[config.mk]
export PLATFORM = sky130hd
export DESIGN_NAME = tug_round_controller_flat
export DESIGN_NICKNAME = d
export VERILOG_FILES = /design/src/rtl/tug_round_if.sv /design/src/rtl/tug_round_controller.sv /design/src/flat_wrapper.sv
export SDC_FILE = /design/constraint.sdc
export NUM_CORES = 1
export LEC_CHECK = 0
export ABC_AREA = 0
export BUFFER_PORTS_ARGS = -buffer_cell sky130_fd_sc_hd__buf_2
export CORE_MARGIN = 2
export CORE_UTILIZATION = 45
export CTS_CLUSTER_DIAMETER = 60
export DETAILED_ROUTE_END_ITERATION = 10
export PLACE_DENSITY = 0.72
export SLEW_MARGIN = 30
export SYNTH_ARGS = -nofsm -noshare
export SYNTH_HDL_FRONTEND = slang
export SYNTH_SLANG_ARGS = --single-unit
[constraint.sdc]
create_clock -name clk -period 2 [get_ports clk]
set_input_delay 0.6 -clock clk [delete_from_list [all_inputs] [get_ports clk]]
set_output_delay 0.6 -clock clk [all_outputs]
set_load 0.005 [all_outputs]
[src/rtl/tug_round_if.sv]
// tug_round_if
//   Bundles the referee's key inputs, light-bar input and its game outputs.
//   master : the round controller (reads keys/lights, drives presses, scores, status)
//   slave  : the surrounding game (drives keys/lights, reads controller outputs)
//   Signals:
//     L_raw, R_raw        key levels, 1 = pressed
//     lights[NUM_LIGHTS]  light-bar state, bit 0 rightmost
//     L_press, R_press    one-cycle press pulses to the cells
//     round_rst           recentre strobe for the bar
//     left_score, right_score, winner, game_over   game status
interface tug_round_if #(
  parameter int NUM_LIGHTS = 9,
  parameter int SCORE_W    = 3
);
  logic                  L_raw;
  logic                  R_raw;
  logic [NUM_LIGHTS-1:0] lights;
  logic                  L_press;
  logic                  R_press;
  logic                  round_rst;
  logic [SCORE_W-1:0]    left_score;
  logic [SCORE_W-1:0]    right_score;
  logic [1:0]            winner;
  logic                  game_over;

  modport master (
    input  L_raw, R_raw, lights,
    output L_press, R_press, round_rst, left_score, right_score, winner, game_over
  );

  modport slave (
    output L_raw, R_raw, lights,
    input  L_press, R_press, round_rst, left_score, right_score, winner, game_over
  );
endinterface

[src/rtl/tug_round_controller.sv]
// tug_round_controller
//   Referee/sequencer for the tug-of-war light bar: turns key levels into
//   single press pulses, detects round wins at the bar ends, keeps scores,
//   strobes round_rst to recentre the bar and stops the game at max score.
//   Ports:
//     clk    system clock, rising edge
//     reset  synchronous active-high reset
//     bus    tug_round_if.master (keys, lights in; presses, strobe, scores out)
module tug_round_controller #(
  parameter int NUM_LIGHTS  = 9,
  parameter int SCORE_W     = 3,
  parameter int HOLD_CYCLES = 4
) (
  input  logic         clk,
  input  logic         reset,
  tug_round_if.master  bus
);

  localparam int CNT_W = (HOLD_CYCLES > 1) ? $clog2(HOLD_CYCLES) : 1;
  localparam logic [CNT_W-1:0]   HOLD_LAST = CNT_W'(HOLD_CYCLES - 1);
  localparam logic [SCORE_W-1:0] SCORE_MAX = '1;

  typedef enum logic [1:0] {
    RESTART  = 2'd0,
    PLAY     = 2'd1,
    WIN_HOLD = 2'd2,
    OVER     = 2'd3
  } state_t;

  state_t             r_state;
  logic [CNT_W-1:0]   r_hold_cnt;
  logic [SCORE_W-1:0] r_left_score;
  logic [SCORE_W-1:0] r_right_score;
  logic [1:0]         r_winner;
  logic               r_game_over;
  logic               r_prev_l;
  logic               r_prev_r;

  logic w_play;
  logic w_l_press;
  logic w_r_press;
  logic w_left_win;
  logic w_right_win;
  logic w_winner_maxed;
  logic w_unused_lights;

  // Only the two end cells matter to the referee.
  assign w_unused_lights = ^bus.lights;

  assign w_play = (r_state == PLAY);

  // Presses are combinational so the cells see the pulse in the same cycle
  // the key level rises. The history registers track keys in every state,
  // so a key held across a restart does not fire on entry to PLAY.
  assign w_l_press = bus.L_raw & ~r_prev_l & w_play & ~reset;
  assign w_r_press = bus.R_raw & ~r_prev_r & w_play & ~reset;

  // A simultaneous press is no move for the cells, so it can never win.
  assign w_left_win  = bus.lights[NUM_LIGHTS-1] & w_l_press & ~w_r_press;
  assign w_right_win = bus.lights[0]            & w_r_press & ~w_l_press;

  assign w_winner_maxed = ((r_winner == 2'b10) && (r_left_score  == SCORE_MAX)) ||
                          ((r_winner == 2'b01) && (r_right_score == SCORE_MAX));

  always_ff @(posedge clk) begin
    if (reset) begin
      r_state       <= RESTART;
      r_hold_cnt    <= '0;
      r_left_score  <= '0;
      r_right_score <= '0;
      r_winner      <= 2'b00;
      r_game_over   <= 1'b0;
      r_prev_l      <= 1'b0;
      r_prev_r      <= 1'b0;
    end else begin
      r_prev_l <= bus.L_raw;
      r_prev_r <= bus.R_raw;
      case (r_state)
        RESTART: begin
          if (r_hold_cnt == HOLD_LAST) begin
            r_state    <= PLAY;
            r_hold_cnt <= '0;
          end else begin
            r_hold_cnt <= r_hold_cnt + 1'b1;
          end
        end
        PLAY: begin
          if (w_left_win) begin
            r_left_score <= r_left_score + 1'b1;
            r_winner     <= 2'b10;
            r_state      <= WIN_HOLD;
            r_hold_cnt   <= '0;
          end else if (w_right_win) begin
            r_right_score <= r_right_score + 1'b1;
            r_winner      <= 2'b01;
            r_state       <= WIN_HOLD;
            r_hold_cnt    <= '0;
          end
        end
        WIN_HOLD: begin
          if (r_hold_cnt == HOLD_LAST) begin
            r_hold_cnt <= '0;
            // The score already incremented on entry, so compare to max here.
            if (w_winner_maxed) begin
              r_state     <= OVER;
              r_game_over <= 1'b1;
            end else begin
              r_state  <= RESTART;
              r_winner <= 2'b00;
            end
          end else begin
            r_hold_cnt <= r_hold_cnt + 1'b1;
          end
        end
        OVER: begin
          // Terminal until reset.
        end
        default: begin
          r_state <= RESTART;
        end
      endcase
    end
  end

  assign bus.L_press     = w_l_press;
  assign bus.R_press     = w_r_press;
  assign bus.round_rst   = reset | (r_state == RESTART);
  assign bus.left_score  = r_left_score;
  assign bus.right_score = r_right_score;
  assign bus.winner      = r_winner;
  assign bus.game_over   = r_game_over;

endmodule

[src/flat_wrapper.sv]
// flat-port wrapper written by rule: the top's interface ports become plain ports
module tug_round_controller_flat 
#(
  parameter int NUM_LIGHTS  = 9,
  parameter int SCORE_W     = 3,
  parameter int HOLD_CYCLES = 4
)
  (clk, reset, bus_L_raw, bus_R_raw, bus_lights, bus_L_press, bus_R_press, bus_round_rst, bus_left_score, bus_right_score, bus_winner, bus_game_over);
  tug_round_if #(.NUM_LIGHTS(NUM_LIGHTS), .SCORE_W(SCORE_W)) bus_i ();
  input  logic clk;
  input  logic reset;
  input wire logic [$bits(bus_i.L_raw)-1:0] bus_L_raw;
  input wire logic [$bits(bus_i.R_raw)-1:0] bus_R_raw;
  input wire logic [$bits(bus_i.lights)-1:0] bus_lights;
  output wire logic [$bits(bus_i.L_press)-1:0] bus_L_press;
  output wire logic [$bits(bus_i.R_press)-1:0] bus_R_press;
  output wire logic [$bits(bus_i.round_rst)-1:0] bus_round_rst;
  output wire logic [$bits(bus_i.left_score)-1:0] bus_left_score;
  output wire logic [$bits(bus_i.right_score)-1:0] bus_right_score;
  output wire logic [$bits(bus_i.winner)-1:0] bus_winner;
  output wire logic [$bits(bus_i.game_over)-1:0] bus_game_over;
  assign bus_i.L_raw = bus_L_raw;
  assign bus_i.R_raw = bus_R_raw;
  assign bus_i.lights = bus_lights;
  assign bus_L_press = bus_i.L_press;
  assign bus_R_press = bus_i.R_press;
  assign bus_round_rst = bus_i.round_rst;
  assign bus_left_score = bus_i.left_score;
  assign bus_right_score = bus_i.right_score;
  assign bus_winner = bus_i.winner;
  assign bus_game_over = bus_i.game_over;
  tug_round_controller #(.NUM_LIGHTS(NUM_LIGHTS), .SCORE_W(SCORE_W), .HOLD_CYCLES(HOLD_CYCLES)) u_core (.clk(clk), .reset(reset), .bus(bus_i));
endmodule
==> results.toml <==
[yosys]
synth_top_flop_cell = "dfxtp_1"
syn_nets = 102
yosysUniqueCellTypes = 22
synth-edff-count = 0
synth_async_sr_flop_share_pct = 0
synthTopCellsByArea = "dfxtp_1 (37%), ha_1 (14%), mux2i_1 (11%)"
yosysSeqAreaShare_pct = 37.4
ys_warn_count = 0
synth.cell_area_um2 = 803
synth.largest_area_cell = "dfxtp_1"
syn_inst = 80
synth_top_area_share_pct = 37.4
ys_ff_latch = 15
avgSynthCellArea_um2 = 10.0

[routing]
drc = 0
drtAntennaViolNets = 0
vias = 644
routed_wl_um = 1430
drtIter0Drc = 4
wl_per_cell_um = 11.2
dr.pass1.iters = 4
avgViaCountPerCell = 5.07

[finish]
multi_input_area_um2 = 484
area_growth_pct = 19.5
n_fill_cell = 164
layout.nets = 125
antenna_cells = 0
layout_common_cells = "buf_2 (17), dfxtp_1 (13), nor2_1 (11)"
final_layout_size_suffix_gt1_share_pct = 30.4
seq_area_um2 = 303
final_common_cell = "buf_2"

[clock_network]
clock_latency_ns = 0.28
clock-sinks = 15
cts_setup_buffers = 0
clkSlewWorstSetupHoldPaths_ns = 0.09
cts_resized = 0
hold_buffers = 0
cts-buffers-inserted = 3
cts_tree = "yes"
htreeDepth = 1
cts.path.max_buffers = 2
cts-root-buf = "clkbuf_4"

[place]
place_ws_ns = 0.130
dp_hpwl_um = 1120
finalWeightedCongestion = 0.812
portBuffers = 17

[floorplanning]
start_util_pct = 47.0
die_w_um = 46.3
die_h_um = 46.3
dieArea_um2 = 2140
core_um2 = 1710
ios = 25
core.rowCount = 15

[sta]
setup_violations = 0
tightest_slew_ns = 0.334
hold_viol_final = 0
setup_slack_ns = 0.0888
finalClockSkew_ns = 0.00729
final_max_slew_viol_count = 0
period_share_pct = 95.6
slew_headroom_pct = 77.7
finalCriticalPeriod_ns = 1.91
fmax_mhz = 523
setup_tns_ns = 0
rsz0062_at_grt = "false"

[worst_setup_path]
path_max_fanout = 4
critPathLaunchType = "flop"
end_kind = "primary output"
cp.required_ns = 1.40
arrival_ns = 1.31
path_class = "flop to primary output"

[global_routing]
grt_pass1_wl_um = 2460
antenna_found_initial = 0
grt_pass1_vias = 581
grt_max_degree = 13
gr-total-overflow = 0
grt_use_total_pct = 16.4

[flow_run]
cap_violations = 0

[worst_hold_path]
worstHoldPathType = "flop to flop"

[power_and_ir_drop]
leakage_uw = 0.000497
p_per_area_nw_per_um2 = 851
peakVddDrop_mv = 0.535

[run_status]
outcome = "finished clean"
[synth_stat cells, drive strengths merged, types with 3 or more instances]
| cell type | n |
|---|---|
| nand2 | 10 |
| dfxtp | 15 |
| ha | 9 |
| inv | 4 |
| nor2 | 11 |
| nor2b | 3 |
| mux2i | 9 |
[worst max-delay path, stage by stage, from the launching register on]
cell	delay, ns
dfxtp_2	0.36
inv_1	0.06
ha_1	0.21
or2_2	0.27
buf_2	0.13
[cell type report]
type / count / share of cell area (%)
clock buffer: 4 / 2.74
inverter: 4 / 1.56
multi-input combinational: 60 / 50.5
sequential: 15 / 31.6
tap: 25 / 3.26
timing repair buffer: 19 / 10.4
[kinds of logic (layout without fill, tap and decap cells)]
group	after synthesis	in the layout	synth area share, %
and+or+nand+nor	33	33	24.8
DFF	15	15	37.4
adders and majority gates	9	9	14.0
muxes	9	9	11.2
AOI/OAI and AO/OA	7	7	8.10
buffers and inverters	5	27	2.34
xor gates and xnor gates	2	2	2.18
[sequential cells by signal, indices dropped and copies added, names as in the netlist]
register and count:
u_core.r_prev_l 1, u_core.bus.left_score 3, u_core.bus.right_score 3, u_core.r_state 2, u_core.r_prev_r 1, u_core.r_hold_cnt 2
u_core.bus.game_over 1, u_core.bus.winner 2
[power by group]
group / leakage (uW) / internal (uW) / switching [uW]
Combinational: 0.000359 / 139 / 141
Sequential: 0.000123 / 338 / 29.9
Clock: 0.0000150 / 77.3 / 91.1
Total: 0.000497 / 554 / 262
[metrics by stage]
stage | util [%] | cells | total power, uW | hold WS [ns] | instance area (um^2)
final | 56.2 | 127 | 816 | 0.473 | 960
after global routing | 56.2 | 127 | 879 | 0.510 | 960
after CTS | 56.0 | 127 | 826 | 0.479 | 957
after detailed placement | 54.5 | 123 | 655 | 0.466 | 931
after global placement | 54.5 | 123 | 648 | 0.446 | 931
after floorplan | - | 80 | 575 | 0.438 | 803
[path summary, 6_finish.rpt]
path	cells after the start	slack (ns)	start	endpoint
max	4	0.09	u_core.r_state[0]	bus_round_rst
min	2	0.47	u_core.r_hold_cnt[1]	u_core.r_hold_cnt[1]
max reg2reg	6	0.26	u_core.r_state[1]	u_core.r_state[1]
min reg2reg	2	0.47	u_core.r_hold_cnt[1]	u_core.r_hold_cnt[1]
[per-layer routing]
| metal | wire length, um | up-vias | track usage [%] |
|---|---|---|---|
| met2 | 719 | 18 | 26.1 |
| met5 | 0 | - | 0 |
| li1 | - | 326 | - |
| met1 | 616 | 298 | 20.6 |
| met4 | 12 | 0 | 8.57 |
| met3 | 77 | 2 | 3.53 |
No activity file was read; power rests on OpenSTA's default activity.
